--- config.mk ---
export PLATFORM = sky130hd
export DESIGN_NAME = wb_arbiter_rr_flat
export DESIGN_NICKNAME = d
export VERILOG_FILES = /design/src/rtl/wb_arbiter_rr_pkg.sv /design/src/rtl/wb_arbiter_rr_if.sv /design/src/rtl/wb_arbiter_rr_watchdog.sv /design/src/rtl/wb_arbiter_rr.sv /design/src/flat_wrapper.sv
export SDC_FILE = /design/constraint.sdc
export NUM_CORES = 1
export LEC_CHECK = 0
export BUFFER_PORTS_ARGS = -buffer_cell sky130_fd_sc_hd__buf_2
export CAP_MARGIN = 20
export CELL_PAD_IN_SITES_DETAIL_PLACEMENT = 1
export CELL_PAD_IN_SITES_GLOBAL_PLACEMENT = 1
export CORE_UTILIZATION = 40
export DETAILED_ROUTE_END_ITERATION = 8
export GPL_TIMING_DRIVEN = 1
export PLACE_DENSITY = 0.76
export SLEW_MARGIN = 10
export SYNTH_ARGS = -nofsm -noshare
export SYNTH_HDL_FRONTEND = slang
export SYNTH_SLANG_ARGS = --single-unit
--- constraint.sdc ---
create_clock -name clk -period 5.08 [get_ports clk]
set_input_delay 0.508 -clock clk [delete_from_list [all_inputs] [get_ports clk]]
set_output_delay 0.508 -clock clk [all_outputs]
set_load 0.03 [all_outputs]
--- src/rtl/wb_arbiter_rr_pkg.sv ---
// wb_arb_pkg: shared types and helpers for the round-robin Wishbone arbiter.
//   arb_state_e : arbiter FSM state (idle / grant held)
//   rr_pick     : round-robin search, first requester after 'last' with wrap
package wb_arb_pkg;

    typedef enum logic {
        StIdle,
        StGrant
    } arb_state_e;

    // Search req[last+1], req[last+2], ... modulo numm and return the first set index.
    // Returns 'last' unchanged when nothing is requesting. numm must be 1..16.
    function automatic logic [3:0] rr_pick(input logic [15:0] req, input logic [3:0] last,
                                           input int unsigned numm);
        logic [3:0]  pick;
        int unsigned idx;
        pick = last;
        // Walk from the farthest candidate back to the nearest so the nearest wins.
        for (int unsigned k = 16; k >= 1; k--) begin
            if (k <= numm) begin
                idx = (32'(last) + k) % numm;
                if (req[idx[3:0]]) begin
                    pick = idx[3:0];
                end
            end
        end
        return pick;
    endfunction

endpackage

--- src/rtl/wb_arbiter_rr_if.sv ---
// wb_arbiter_rr_if: shared-bus arbitration signals between the interconnect and the arbiter.
//   req, stb_i, stall_i, ack_i, err_i          : from interconnect (CYCs, muxed STB, OR'd resp)
//   gnt, gnt_idx, busy                         : registered grant state
//   stall_o, ack_o, err_o, tout, outstanding   : returned to the granted master / status
// Modport 'slave' is the arbiter's view, 'master' the interconnect's view.
interface wb_arbiter_rr_if #(
    parameter int unsigned NUMM    = 2,
    parameter int unsigned MAX_OUT = 4
);
    localparam int unsigned IDX_W = (NUMM > 1) ? $clog2(NUMM) : 1;
    localparam int unsigned CNT_W = $clog2(MAX_OUT + 1);

    logic [NUMM-1:0]  req;
    logic             stb_i;
    logic             stall_i;
    logic             ack_i;
    logic             err_i;
    logic [NUMM-1:0]  gnt;
    logic [IDX_W-1:0] gnt_idx;
    logic             busy;
    logic             stall_o;
    logic             ack_o;
    logic             err_o;
    logic             tout;
    logic [CNT_W-1:0] outstanding;

    modport master (
        output req, stb_i, stall_i, ack_i, err_i,
        input  gnt, gnt_idx, busy, stall_o, ack_o, err_o, tout, outstanding
    );

    modport slave (
        input  req, stb_i, stall_i, ack_i, err_i,
        output gnt, gnt_idx, busy, stall_o, ack_o, err_o, tout, outstanding
    );

endinterface

--- src/rtl/wb_arbiter_rr_watchdog.sv ---
// wb_arb_watchdog: response timeout for the granted master.
//   clk, rst_n : clock, async active-low reset
//   i_cnt_en   : outstanding work and no response this cycle
//   i_clear    : restart the timer (response, first accept, release, idle)
//   o_tout     : one-cycle pulse on the TIMEOUT-th waiting cycle (TIMEOUT=0 disables)
module wb_arb_watchdog #(
    parameter int unsigned TIMEOUT = 255
) (
    input  logic clk,
    input  logic rst_n,
    input  logic i_cnt_en,
    input  logic i_clear,
    output logic o_tout
);
    localparam int unsigned TMR_W = (TIMEOUT > 1) ? $clog2(TIMEOUT) : 1;

    logic [TMR_W-1:0] r_timer;
    logic [TMR_W-1:0] w_timer_nxt;
    logic             w_enabled;

    assign w_enabled = (TIMEOUT != 0);
    // The timer holds the number of waiting cycles already completed, so the
    // pulse lands on the TIMEOUT-th one.
    assign o_tout = w_enabled & i_cnt_en & (r_timer == TMR_W'(TIMEOUT - 1));

    always_comb begin
        w_timer_nxt = r_timer;
        if (i_clear || o_tout || !w_enabled) begin
            w_timer_nxt = '0;
        end else if (i_cnt_en) begin
            w_timer_nxt = r_timer + TMR_W'(1);
        end
    end

    always_ff @(posedge clk or negedge rst_n) begin
        if (!rst_n) begin
            r_timer <= '0;
        end else begin
            r_timer <= w_timer_nxt;
        end
    end

endmodule

--- src/rtl/wb_arbiter_rr.sv ---
// wb_arbiter_rr: registered round-robin grant and transaction sequencer for a shared
// Wishbone B4 pipelined bus.
//   clk, rst_n : clock, async active-low reset
//   bus        : wb_arbiter_rr_if.slave (requests/responses in, grant/throttle out)
// The grant is held for the whole CYC of the winner; the outstanding count throttles
// the master at MAX_OUT and a watchdog turns a hung transfer into an error.
module wb_arbiter_rr
    import wb_arb_pkg::*;
#(
    parameter int unsigned NUMM    = 2,
    parameter int unsigned MAX_OUT = 4,
    parameter int unsigned TIMEOUT = 255
) (
    input  logic           clk,
    input  logic           rst_n,
    wb_arbiter_rr_if.slave bus
);
    localparam int unsigned IDX_W = (NUMM > 1) ? $clog2(NUMM) : 1;
    localparam int unsigned CNT_W = $clog2(MAX_OUT + 1);

    arb_state_e       r_state, w_state_nxt;
    logic [NUMM-1:0]  r_gnt, w_gnt_nxt;
    logic [IDX_W-1:0] r_gnt_idx, w_gnt_idx_nxt;
    logic [IDX_W-1:0] r_last, w_last_nxt;
    logic             r_busy, w_busy_nxt;
    logic [CNT_W-1:0] r_out, w_out_nxt;

    logic [IDX_W-1:0] w_pick;
    logic             w_granted, w_release, w_out_zero, w_out_full;
    logic             w_stall, w_accept, w_resp, w_dec, w_tout;
    logic             w_wd_cnt_en, w_wd_clear;

    assign w_granted  = (r_state == StGrant);
    assign w_release  = w_granted & ~bus.req[r_gnt_idx];
    assign w_out_zero = (r_out == '0);
    assign w_out_full = (r_out == CNT_W'(MAX_OUT));
    assign w_stall    = ~w_granted | bus.stall_i | w_out_full;
    assign w_accept   = w_granted & bus.stb_i & ~w_stall;
    assign w_resp     = bus.ack_i | bus.err_i;
    // A response with nothing outstanding is spurious: not counted, not forwarded.
    assign w_dec      = (w_resp & ~w_out_zero) | w_tout;
    assign w_pick     = IDX_W'(rr_pick(16'(bus.req), 4'(r_last), NUMM));

    assign w_wd_cnt_en = w_granted & ~w_out_zero & ~w_resp;
    assign w_wd_clear  = w_resp | (w_accept & w_out_zero) | w_release | ~w_granted;

    wb_arb_watchdog #(
        .TIMEOUT(TIMEOUT)
    ) u_watchdog (
        .clk     (clk),
        .rst_n   (rst_n),
        .i_cnt_en(w_wd_cnt_en),
        .i_clear (w_wd_clear),
        .o_tout  (w_tout)
    );

    assign bus.gnt         = r_gnt;
    assign bus.gnt_idx     = r_gnt_idx;
    assign bus.busy        = r_busy;
    assign bus.stall_o     = w_stall;
    assign bus.ack_o       = bus.ack_i & r_busy & ~w_out_zero;
    assign bus.err_o       = ((bus.err_i & ~w_out_zero) | w_tout) & r_busy;
    assign bus.tout        = w_tout;
    assign bus.outstanding = r_out;

    always_comb begin
        w_state_nxt   = r_state;
        w_gnt_nxt     = r_gnt;
        w_gnt_idx_nxt = r_gnt_idx;
        w_last_nxt    = r_last;
        w_busy_nxt    = r_busy;
        w_out_nxt     = r_out;
        unique case (r_state)
            StIdle: begin
                if (|bus.req) begin
                    w_state_nxt   = StGrant;
                    w_gnt_nxt     = NUMM'(1) << w_pick;
                    w_gnt_idx_nxt = w_pick;
                    w_last_nxt    = w_pick;
                    w_busy_nxt    = 1'b1;
                    w_out_nxt     = '0;
                end
            end
            StGrant: begin
                if (w_release) begin
                    // No re-arbitration here: guarantees an idle cycle between grants.
                    w_state_nxt = StIdle;
                    w_gnt_nxt   = '0;
                    w_busy_nxt  = 1'b0;
                    w_out_nxt   = '0;
                end else begin
                    w_out_nxt = r_out + CNT_W'(w_accept) - CNT_W'(w_dec);
                end
            end
            default: w_state_nxt = StIdle;
        endcase
    end

    always_ff @(posedge clk or negedge rst_n) begin
        if (!rst_n) begin
            r_state   <= StIdle;
            r_gnt     <= '0;
            r_gnt_idx <= '0;
            r_last    <= IDX_W'(NUMM - 1);
            r_busy    <= 1'b0;
            r_out     <= '0;
        end else begin
            r_state   <= w_state_nxt;
            r_gnt     <= w_gnt_nxt;
            r_gnt_idx <= w_gnt_idx_nxt;
            r_last    <= w_last_nxt;
            r_busy    <= w_busy_nxt;
            r_out     <= w_out_nxt;
        end
    end

    a_gnt_onehot: assert property (@(posedge clk) disable iff (!rst_n) $onehot0(r_gnt));
    a_out_max: assert property (@(posedge clk) disable iff (!rst_n) r_out <= CNT_W'(MAX_OUT));
    a_busy_gnt: assert property (@(posedge clk) disable iff (!rst_n) r_busy == (|r_gnt));
    a_spurious: assert property (@(posedge clk) disable iff (!rst_n)
        (w_out_zero && w_resp) |-> !bus.ack_o);

endmodule

--- src/flat_wrapper.sv ---
// flat-port wrapper written by rule: the top's interface ports become plain ports
module wb_arbiter_rr_flat import wb_arb_pkg::*;
#(
    parameter int unsigned NUMM    = 2,
    parameter int unsigned MAX_OUT = 4,
    parameter int unsigned TIMEOUT = 255
)
  (clk, rst_n, bus_req, bus_stb_i, bus_stall_i, bus_ack_i, bus_err_i, bus_gnt, bus_gnt_idx, bus_busy, bus_stall_o, bus_ack_o, bus_err_o, bus_tout, bus_outstanding);
  wb_arbiter_rr_if #(.NUMM(NUMM), .MAX_OUT(MAX_OUT)) bus_i ();
  input  logic clk;
  input  logic rst_n;
  input wire logic [$bits(bus_i.req)-1:0] bus_req;
  input wire logic [$bits(bus_i.stb_i)-1:0] bus_stb_i;
  input wire logic [$bits(bus_i.stall_i)-1:0] bus_stall_i;
  input wire logic [$bits(bus_i.ack_i)-1:0] bus_ack_i;
  input wire logic [$bits(bus_i.err_i)-1:0] bus_err_i;
  output wire logic [$bits(bus_i.gnt)-1:0] bus_gnt;
  output wire logic [$bits(bus_i.gnt_idx)-1:0] bus_gnt_idx;
  output wire logic [$bits(bus_i.busy)-1:0] bus_busy;
  output wire logic [$bits(bus_i.stall_o)-1:0] bus_stall_o;
  output wire logic [$bits(bus_i.ack_o)-1:0] bus_ack_o;
  output wire logic [$bits(bus_i.err_o)-1:0] bus_err_o;
  output wire logic [$bits(bus_i.tout)-1:0] bus_tout;
  output wire logic [$bits(bus_i.outstanding)-1:0] bus_outstanding;
  assign bus_i.req = bus_req;
  assign bus_i.stb_i = bus_stb_i;
  assign bus_i.stall_i = bus_stall_i;
  assign bus_i.ack_i = bus_ack_i;
  assign bus_i.err_i = bus_err_i;
  assign bus_gnt = bus_i.gnt;
  assign bus_gnt_idx = bus_i.gnt_idx;
  assign bus_busy = bus_i.busy;
  assign bus_stall_o = bus_i.stall_o;
  assign bus_ack_o = bus_i.ack_o;
  assign bus_err_o = bus_i.err_o;
  assign bus_tout = bus_i.tout;
  assign bus_outstanding = bus_i.outstanding;
  wb_arbiter_rr #(.NUMM(NUMM), .MAX_OUT(MAX_OUT), .TIMEOUT(TIMEOUT)) u_core (.clk(clk), .rst_n(rst_n), .bus(bus_i));
endmodule
==> metrics.cfg, run 1 <==
[synth]
yosysSeqAreaShare = 0.426
async_flop_share = 1.00
yosys.area_share.simple = 0.272
synth.area.top_cells = dfrtp_1 (40%), xnor2_1 (7.0%), nor2_1 (6.4%)
synth-xor-area-share = 0.0787
synth_fp_nets = 120
synth_common_cells = nor2_1 (17), dfrtp_1 (16), nand2_1 (9)
synth-compound-area-share = 0.0961
synth_warnings = 0
yosys.area_share.adder = 0.0699
synth_cell_types = 34
syn_area_per_cell_sq_um = 9.37
synth_seq_cells = 17
synth_area_leader_cell = dfrtp_1
syn-instance-count = 107
synth_mux_area_frac = 0.0112
synth_enable_flop_cells = 0
synth.cell_area_sq_mm = 0.00100
synth_top_area_share = 0.400
synth_most_common_cell = nor2_1
synth_top_family_by_area = simple AND/OR/NAND/NOR gates
synth_ff_type = dfrtp_1

[global_route]
track_usage = 0.198
grt.busiest_layer = met2
grt_pass1_vias = 815
grt_max_degree = 18
met2_usage = 0.321
gr-usage-met1 = 0.245
grt_pass1_wl_um = 3750
grt_overflow_total = 0
antenna_found_initial = 0
grt_use_met3 = 0.0351

[worst_setup_path]
path_class = reg2reg
cp-start-kind = flip-flop
cp.depth = 12
cpMaxStageDelayCell = dfrtp_1
cp_top_family = simple AND/OR/NAND/NOR gates
path_cells = or3b_1 > nor4_2 > nor3_1 > nor2_1 > ha_1 > inv_1 > ha_1 > inv_1 > fa_1 > xor2_1 > xnor2_1 > o21ai_0
cp.arrival_ns = 3.32
r2r_start = u_core.r_state
crit_buf_inv = 2
endpoint_kind = flip-flop
required_ns = 5.31
reg2reg_slack_ns = 1.99
cpPeakStageDelay_ns = 0.56
crit_fanout = 12
r2r-end = u_core.bus.outstanding[2]
r2r_cells = 12

[place]
dp_hpwl_um = 1730
io_buffers = 18
place.gp.congestion = 0.707

[sta]
finalHoldViolCount = 0
setup_viol = 0
rsz0062_at_grt = false
maxSlewViolCount = 0
worstMarginPinSlew_ns = 0.408
min_period_ns = 3.09
relSlewSlack = 0.726
period_share = 0.609
final.setup.tns_ns = 0
finalClockSkew_ns = 0.00805
fmax_ghz = 0.323

[cells_and_area]
nNetsFinal = 140
area_delta_synth_final_pct = 13.1
drive_gt1_frac = 0.214
diodes = 0
nFillCells = 279

[floorplanning]
die_area_sq_mm = 0.00271
rows = 17
die_w_um = 52.1
initial_core_util = 0.440
fp.coreArea_sq_mm = 0.00228
ios = 19
die_y_um = 52.1

[cts]
post_cts_buffers = 0
cts_resized = 0
cts.sinks = 17
cts_buffer_depth = 2
h-tree-depth = 1
cts_buffers = 3
cts_tree = yes
clock_latency_ns = 0.30
clock-root-buffer = clkbuf_4
cts_hold_buffers = 0
path_clk_slew_ns = 0.10

[pwr]
ir_drop_mv = 0.268
leakagePower_uw = 0.000519
p_per_area_mw_per_mm2 = 477
power_uw = 541

[route]
ant_nets = 0
drt_iter0_markers = 9
routed_via_density = 5.36
wl_um = 2270
vias = 826
drc = 0
first_pass_iters = 3
detail_route.wl_per_cell_um = 14.8

[worst_hold_path]
hp-class = in2async

[job]
max_cap_viol_count = 0

[status]
status = finished, final reports clean

==> metal layers <==
| layer | share of wire | vias to the layer above |
|---|---|---|
| met5 | 0 | - |
| met3 | 0.032 | 6 |
| li1 | - | 402 |
| met4 | 0.022 | 0 |
| met1 | 0.46 | 402 |
| met2 | 0.48 | 16 |
==> cells in the final DEF (no fill, tap or decap), drive strengths merged, types with 2 or more instances in the layout <==
| master | instances |
|---|---|
| xnor2 | 8 |
| inv | 7 |
| nand2b | 3 |
| ha | 4 |
| o21ai | 7 |
| nand3 | 3 |
| nor4 | 3 |
| nor2 | 17 |
| clkbuf | 4 |
| nor4b | 3 |
| nand2 | 9 |
| nor3 | 4 |
| buf | 18 |
| a21o | 2 |
| a21oi | 3 |
| dfrtp | 16 |
==> worst reg2reg max path, cell delays in order, from the launching register on <==
cell,delay [ns]
dfrtp_1,0.56
or3b_1,0.53
nor4_2,0.44
nor3_1,0.09
nor2_1,0.10
ha_1,0.23
inv_1,0.06
ha_1,0.14
inv_1,0.05
fa_1,0.37
xor2_1,0.16
xnor2_1,0.13
o21ai_0,0.17
==> through the flow <==
stage               instance area [sq um]  std cells  worst slack (ns)  hold slack (ns)   util
floorplan                            1000        107              1.78            0.212      -
global placement                     1110        150              2.03            0.453  0.487
detailed placement                   1110        150              1.88            0.459  0.487
CTS                                  1130        154              1.93            0.118  0.498
global route                         1130        154              1.73            0.131  0.498
finish                               1130        154              1.99            0.117  0.498
==> report_power, final <==
group	switching, uW	internal, uW	total [uW]
Combinational	160	95.9	256
Clock	45.3	30.7	76.0
Sequential	43.4	166	209
==> kinds of logic (layout without fill, tap and decap cells) <==
| logic type | after synthesis | count (layout) |
|---|---|---|
| adders and majority gates | 5 | 5 |
| DFF | 17 | 17 |
| AOI/OAI and AO/OA | 15 | 15 |
| muxes | 1 | 1 |
| xor gates and xnor gates | 9 | 9 |
| buffers and inverters | 10 | 29 |
| and+or+nand+nor | 50 | 50 |
==> how the worst max path moves through the flow <==
stage | startpoint | endpoint | slack, ns
after global routing | u_core.r_state | u_core.bus.outstanding[2] | 1.73
after global placement | bus_err_i | u_core.bus.outstanding[2] | 2.03
after floorplan | bus_err_i | u_core.bus.outstanding[2] | 1.78
final | u_core.r_state | u_core.bus.outstanding[2] | 1.99
after CTS | u_core.r_state | u_core.bus.outstanding[2] | 1.93
after detailed placement | bus_err_i | u_core.bus.outstanding[2] | 1.88
==> registers in the layout (all words and copies together), names as in the netlist <==
| signal | cells |
|---|---|
| u_core.r_last | 1 |
| u_core.bus.busy | 1 |
| u_core.bus.gnt | 2 |
| u_core.bus.outstanding | 3 |
| u_core.u_watchdog.r_timer | 8 |
| u_core.bus.gnt_idx | 1 |
| u_core.r_state | 1 |
==> layout make-up <==
class                      count  area, sq um  share of cell area
sequential                    17          427               0.376
multi-input combinational     80          529               0.467
timing repair buffer          18         90.1              0.0795
tap                           28         35.0              0.0309
clock buffer                   4         26.3              0.0232
inverter                       7         26.3              0.0232
Note: power is estimated with default switching activity, not from simulation.
==> inputs of run 2 (changes only) <==
--- a/config.mk
+++ b/config.mk
@@ -9,10 +9,10 @@
 export CAP_MARGIN = 20
 export CELL_PAD_IN_SITES_DETAIL_PLACEMENT = 1
 export CELL_PAD_IN_SITES_GLOBAL_PLACEMENT = 1
-export CORE_UTILIZATION = 40
+export CORE_UTILIZATION = 36
 export DETAILED_ROUTE_END_ITERATION = 8
 export GPL_TIMING_DRIVEN = 1
-export PLACE_DENSITY = 0.76
+export PLACE_DENSITY = 0.73
 export SLEW_MARGIN = 10
 export SYNTH_ARGS = -nofsm -noshare
 export SYNTH_HDL_FRONTEND = slang
==> constraint.sdc (replaced) <==
create_clock -name clk -period 2.53 [get_ports clk]
set_input_delay 0.253 -clock clk [delete_from_list [all_inputs] [get_ports clk]]
set_output_delay 0.253 -clock clk [all_outputs]
set_load 0.03 [all_outputs]
==> metrics.cfg, run 2 (synthesis gave the netlist of run 1 again) <==
[status]
status = finished with violations
violations = negative setup slack

[worst_setup_path]
cp.arrival_ns = 2.75  ; -0.57 ns
required_ns = 2.71  ; -2.60 ns
endpoint_kind = flip-flop
cp-start-kind = flip-flop
crit_fanout = 2  ; -10
path_class = reg2reg

[global_route]
grt_pass1_vias = 816  ; +0.12%
track_usage = 0.173  ; -0.0250
grt_pass1_wl_um = 3650  ; -2.7%
grt_overflow_total = 0  ; unchanged
grt_max_degree = 18  ; unchanged
antenna_found_initial = 0  ; unchanged

[cells_and_area]
drive_gt1_frac = 0.316  ; +0.102
layout_commonest_cell = buf_2
nFillCells = 310  ; +11%
largest_reg_flops = 8  ; unchanged
area_delta_synth_final_pct = 24.1
layout_common_cells = buf_2 (18), nor2_1 (17), dfrtp_1 (13), nand2_1 (9), buf_4 (9)
final_util = 0.489  ; -0.00938
regMostFlops = u_core.u_watchdog.r_timer
diodes = 0  ; unchanged
fin_area_sq_mm = 0.00124  ; +9.7%
nNetsFinal = 150  ; +7.1%

[cts]
cts.sinks = 17  ; unchanged
clock_latency_ns = 0.28  ; -0.02 ns
clock-root-buffer = clkbuf_4
cts_buffer_depth = 2  ; unchanged
h-tree-depth = 1  ; unchanged
path_clk_slew_ns = 0.10  ; about the same
cts_tree = yes
cts_buffers = 3  ; unchanged

[place]
placed_area_sq_mm = 0.00119  ; +7.5%
dp_slack_ns = 0.0189  ; -1.86 ns
io_buffers = 18  ; unchanged
dp_hpwl_um = 1770  ; +2.4%
place.gp.congestion = 0.709  ; +0.25%

[route]
vias = 853  ; +3.3%
drt_iter0_markers = 4  ; -5
routed_via_density = 5.14  ; -4.2%
drc = 0  ; unchanged
ant_nets = 0  ; unchanged
first_pass_iters = 3  ; unchanged
wl_um = 2400  ; +5.5%
detail_route.wl_per_cell_um = 14.5  ; -2.1%

[pwr]
leakagePower_uw = 0.000575  ; +11%
power_uw = 1190  ; +120%
p_per_area_mw_per_mm2 = 955  ; +100%
ir_drop_mv = 0.704  ; +160%

[floorplanning]
rows = 18  ; +1
initial_core_util = 0.394  ; -0.0465
die_y_um = 54.8  ; +5.2%
fp.coreArea_sq_mm = 0.00254  ; +12%
die_area_sq_mm = 0.00300  ; +11%
ios = 19  ; unchanged
die_w_um = 54.8  ; +5.2%

[sta]
rsz0062_at_grt = true
relSlewSlack = 0.733  ; +0.00750
fmax_ghz = 0.389  ; +20%
period_share = 1.02  ; +0.407
setup_viol = 1  ; +1
finalClockSkew_ns = 0.00284  ; -0.00521 ns
finalHoldViolCount = 0  ; unchanged
layout_setup_ws_ns = -0.0412  ; -2.03 ns
min_period_ns = 2.57  ; -0.523 ns
maxSlewViolCount = 0  ; unchanged
worstMarginPinSlew_ns = 0.400  ; -0.00811 ns

[job]
max_cap_viol_count = 0  ; unchanged

[worst_hold_path]
hp-class = in2reg

-- run 2: cell type report --
class / instances / area (sq um) / share of cell area
multi-input combinational: 80 / 556 / 0.447
inverter: 7 / 26.3 / 0.0211
sequential: 17 / 430 / 0.346
tap: 30 / 37.5 / 0.0302
clock buffer: 4 / 26.3 / 0.0211
timing repair buffer: 28 / 168 / 0.135
-- run 2: final timing paths --
path / from / endpoint / slack (ns) / cells after the start
hold reg to reg: u_core.r_last / u_core.r_last / 0.51 / 2
setup / recovery: u_core.r_state / u_core.bus.outstanding[2] / -0.04 / 12
setup reg to reg: u_core.r_state / u_core.bus.outstanding[2] / -0.04 / 12
min in group asynchronous: rst_n / u_core.bus.gnt[1] / 0.41 / 2
max in group asynchronous: rst_n / u_core.r_last / 1.80 / 2
hold / removal: bus_req[1] / u_core.r_state / 0.27 / 3
-- run 2: timing repair --
item                                   CTS  global route
hold buffers                             1             0
setup buffers                            0             1
setup endpoints to repair                0             1
endpoints found under the hold margin   16             0
gates resized for setup                  0             2
-- run 2: metrics by stage --
stage	instances	hold slack (ns)	setup TNS, ns
4_1_cts	165	0.260	0
3_3_place_gp	160	0.201	0
3_5_place_dp	160	0.207	0
2_1_floorplan	107	-0.0426	-0.263
6_report	166	0.267	-0.0412
5_1_grt	166	0.272	-0.198
-- run 2: critical path: stages (launching register included) --
cell     delay, ns
dfrtp_1       0.36
or3b_4        0.40
nor4_4        0.28
nor3_1        0.09
nor2_1        0.14
ha_1          0.26
inv_1         0.06
ha_1          0.13
inv_1         0.04
fa_2          0.34
xor2_2        0.16
xnor2_1       0.13
o21ai_1       0.07
-- run 2: power by group --
group | switching [uW] | internal, uW
combinational | 389 | 250
clock | 86.0 | 61.2
sequential | 64.6 | 336
-- run 2: metal layers --
| metal | routed length (um) | up-vias | part of all wire | track usage |
|---|---|---|---|---|
| met2 | 1160 | 14 | 0.48 | 0.281 |
| met4 | 15 | 0 | 0.0063 | 0.0513 |
| li1 | - | 422 | - | - |
| met5 | 0 | - | 0 | 0 |
| met3 | 81 | 2 | 0.034 | 0.0250 |
| met1 | 1150 | 415 | 0.48 | 0.233 |
==> inputs of run 3 (changes only) <==
--- a/config.mk
+++ b/config.mk
@@ -9,11 +9,12 @@
 export CAP_MARGIN = 20
 export CELL_PAD_IN_SITES_DETAIL_PLACEMENT = 1
 export CELL_PAD_IN_SITES_GLOBAL_PLACEMENT = 1
-export CORE_UTILIZATION = 36
+export CORE_UTILIZATION = 37
 export DETAILED_ROUTE_END_ITERATION = 8
 export GPL_TIMING_DRIVEN = 1
-export PLACE_DENSITY = 0.73
+export PLACE_DENSITY = 0.74
 export SLEW_MARGIN = 10
 export SYNTH_ARGS = -nofsm -noshare
 export SYNTH_HDL_FRONTEND = slang
+export SYNTH_HIERARCHICAL = 1
 export SYNTH_SLANG_ARGS = --single-unit
==> metrics.cfg, run 3 <==
[pwr]
clkPwrFrac = 0.135  ; +0.011
leakagePower_uw = 0.000593  ; +3.2%
comb_power_share = 0.528  ; -0.010
p_int_uw = 648  ; about the same
ir_drop_mv = 0.667  ; -5.2%
p_per_area_mw_per_mm2 = 847  ; -11%
pwr-share-seq = 0.337  ; about the same
switching_share = 0.415  ; -0.0400
power_uw = 1110  ; -6.9%
p_switching_uw = 459  ; -15%

[worst_setup_path]
cpPeakStageDelay_ns = 0.43  ; +0.03 ns
path_class = reg2reg
required_ns = 2.72  ; about the same
crit_fanout = 2  ; unchanged
r2r_start = u_core/bus.outstanding[1]
path_cells = or3_4 > and3_4 > nand4_1 > nor2_4 > nand2b_4 > ha_4 > inv_2 > ha_4 > inv_2 > fa_2 > xnor2_2 > a31o_1 > a22o_1
cpMaxStageDelayCell = dfrtp_2
crit_buf_inv = 2  ; unchanged
cp.arrival_ns = 2.86  ; +0.11 ns
r2r_cells = 13  ; +1
endpoint_kind = flip-flop
reg2reg_slack_ns = -0.14  ; -0.10 ns
cp_top_family = simple AND/OR/NAND/NOR gates
cp-start-kind = flip-flop
r2r-end = u_core/bus.outstanding[2]

[worst_hold_path]
min_to = u_core/r_state
worstHoldStart = bus_req[1]
hold_depth = 3  ; unchanged
hp-class = in2reg

[sta]
finalHoldViolCount = 0  ; unchanged
setup_viol = 1  ; unchanged
rsz0062_at_grt = true
fmax_ghz = 0.374  ; -3.8%
finalClockSkew_ns = 0.00133  ; -0.00151 ns
layout_setup_ws_ns = -0.142  ; -0.101 ns
relSlewSlack = 0.721  ; -0.0122
period_share = 1.06  ; +0.0399
whs_ns = 0.287  ; +0.0200 ns
maxSlewViolCount = 0  ; unchanged
worstMarginPinSlew_ns = 0.418  ; +0.0174 ns
min_period_ns = 2.67  ; +0.101 ns

[synth]
synth_warnings = 6  ; +6
async_flop_share = 1.00  ; unchanged
synth.cell_area_sq_mm = 0.00100  ; -0.12%
synth_most_common_cell = dfrtp_1
synth_top_area_share = 0.400  ; +0.000499
synth_enable_flop_cells = 0  ; unchanged
syn-instance-count = 105  ; -1.9%
synth_seq_cells = 17  ; unchanged
yosysSeqAreaShare = 0.426  ; +0.000532
syn_area_per_cell_sq_um = 9.53  ; +1.8%
synth.area.top_cells = dfrtp_1 (40%), ha_1 (5.0%), nor2_1 (4.5%)
synth_fp_nets = 118  ; -1.7%
synth_ff_type = dfrtp_1
synth_cell_types = 38  ; +12%
synth_common_cells = dfrtp_1 (16), nor2_1 (12), inv_1 (8)
synth_area_leader_cell = dfrtp_1

[floorplanning]
die_area_sq_mm = 0.00292  ; -2.7%
die_w_um = 54.0  ; -1.4%
initial_core_util = 0.397  ; +0.00302
rows = 18  ; unchanged
fp.coreArea_sq_mm = 0.00252  ; -0.88%
die_y_um = 54.0  ; -1.4%
ios = 19  ; unchanged

[global_route]
grt_pass1_vias = 863  ; +5.8%
track_usage = 0.191  ; +0.0184
antenna_found_initial = 0  ; unchanged
grt_pass1_wl_um = 3910  ; +7.0%
grt_overflow_total = 0  ; unchanged
grt_max_degree = 18  ; unchanged

[route]
top_layer_used = met4
detail_route.wl_per_cell_um = 14.8  ; +2.3%
drc = 0  ; unchanged
routed_via_density = 5.23  ; +1.7%
ant_nets = 0  ; unchanged
vias = 878  ; +2.9%
wl_um = 2480  ; +3.5%
drt_iter0_markers = 9  ; +5
first_pass_iters = 4  ; +1
drt-met1-wl_um = 1200  ; +4.6%
wl_met2_um = 1190  ; +2.9%
wl_met3_um = 78  ; -3.7%

[cells_and_area]
area_delta_synth_final_pct = 30.5
layout_common_cells = buf_2 (18), dfrtp_1 (13), buf_4 (12), nor2_1 (11), a21oi_1 (7)
nNetsFinal = 152  ; +1.3%
fin_area_sq_mm = 0.00131  ; +5.0%
regMostFlops = u_core/u_watchdog/r_timer
layout_commonest_cell = buf_2
diodes = 0  ; unchanged
final_cells = 168  ; +1.2%
drive_gt1_frac = 0.377  ; +0.0606
largest_reg_flops = 8  ; unchanged

[cts]
cts.sinks = 17  ; unchanged
clock_latency_ns = 0.29  ; about the same
clock-root-buffer = clkbuf_4
h-tree-depth = 1  ; unchanged
cts_buffer_depth = 2  ; unchanged
path_clk_slew_ns = 0.10  ; about the same
cts_buffers = 3  ; unchanged
cts_resized = 0  ; unchanged
cts_tree = yes

[status]
status = finished with violations
violations = negative setup slack

[place]
placed_area_sq_mm = 0.00126  ; +6.1%
dp.cells = 162  ; +1.3%
dp_hpwl_um = 1880  ; +6.5%
dp_slack_ns = -0.179  ; -0.198 ns
io_buffers = 18  ; unchanged
place.gp.congestion = 0.720  ; +1.7%

[job]
max_cap_viol_count = 0  ; unchanged

-- run 3: cell types whose count changed after synthesis, sizes merged, moves of 3 or more --
cell	delta
xnor2	-6
nor2	-5
a21oi	+4
nand4	+4
nand2	-3
nor4	-3
nor4b	-3
-- run 3: worst max path at each step --
| stage | from | to | slack [ns] | cells past startpoint |
|---|---|---|---|---|
| after floorplan | u_core/bus.outstanding[0] | u_core/bus.outstanding[2] | -0.51 | 14 |
| after global placement | u_core/bus.outstanding[1] | u_core/bus.outstanding[2] | -0.13 | 13 |
| after detailed placement | u_core/bus.outstanding[1] | u_core/bus.outstanding[2] | -0.18 | 13 |
| after CTS | u_core/bus.outstanding[1] | u_core/bus.outstanding[2] | -0.15 | 13 |
| after global routing | u_core/bus.outstanding[1] | u_core/bus.outstanding[2] | -0.25 | 13 |
| final | u_core/bus.outstanding[1] | u_core/bus.outstanding[2] | -0.14 | 13 |
-- run 3: power by group through the flow --
stage	combinational [uW]	sequential (uW)	clock [uW]
6_report	584	373	149
2_1_floorplan	320	466	0
4_1_cts	593	375	158
3_5_place_dp	588	380	0
5_1_grt	649	380	167
3_3_place_gp	555	378	0
-- run 3: metal layers --
layer  vias up  GRT usage
met2        14      0.311
met3         2     0.0254
met4         0     0.0641
met1       426      0.259
li1        436          -
met5         -          0
-- run 3: final cells by class --
cell class,instances,area (sq um)
Tap cell,30,37.5
Multi-Input combinational cell,78,592
Fill cell,327,1220
Clock buffer,4,26.3
Timing Repair Buffer,31,190
Sequential cell,17,430
Inverter,8,30.0
-- run 3: worst reg2reg max path, cell delays in order, from the launching register on --
cell and delay [ns]:
dfrtp_2 0.43, or3_4 0.37, and3_4 0.18, nand4_1 0.13, nor2_4 0.06, nand2b_4 0.14
ha_4 0.21, inv_2 0.06, ha_4 0.11, inv_2 0.03, fa_2 0.34, xnor2_2 0.15
a31o_1 0.20, a22o_1 0.17
-- run 3: kinds of logic (layout without fill, tap and decap cells) --
family | after synthesis | in the layout | share of synthesized area
AO/OA/AOI/OAI | 25 | 25 | 0.163
XOR/XNOR | 5 | 5 | 0.0438
adder cells (fa/ha/maj) | 5 | 5 | 0.0700
buffers and inverters | 10 | 43 | 0.0425
flip-flops | 17 | 17 | 0.426
multiplexers | 1 | 1 | 0.0150
AND/OR/NAND/NOR | 42 | 42 | 0.240
-- run 3: what timing repair did --
action	4_1_cts	5_1_grt
pin swaps	2	0
gates cloned	0	0
endpoints found under the hold margin	16	0
hold buffers	1	0
setup buffers	1	0
endpoints found under the setup margin	1	1
-- run 3: stage by stage --
stage	utilization	TNS, ns
after detailed placement	0.500	-0.179
after global placement	0.500	-0.133
after global routing	0.518	-0.249
after CTS	0.518	-0.155
final	0.518	-0.142
after floorplan	-	-0.717
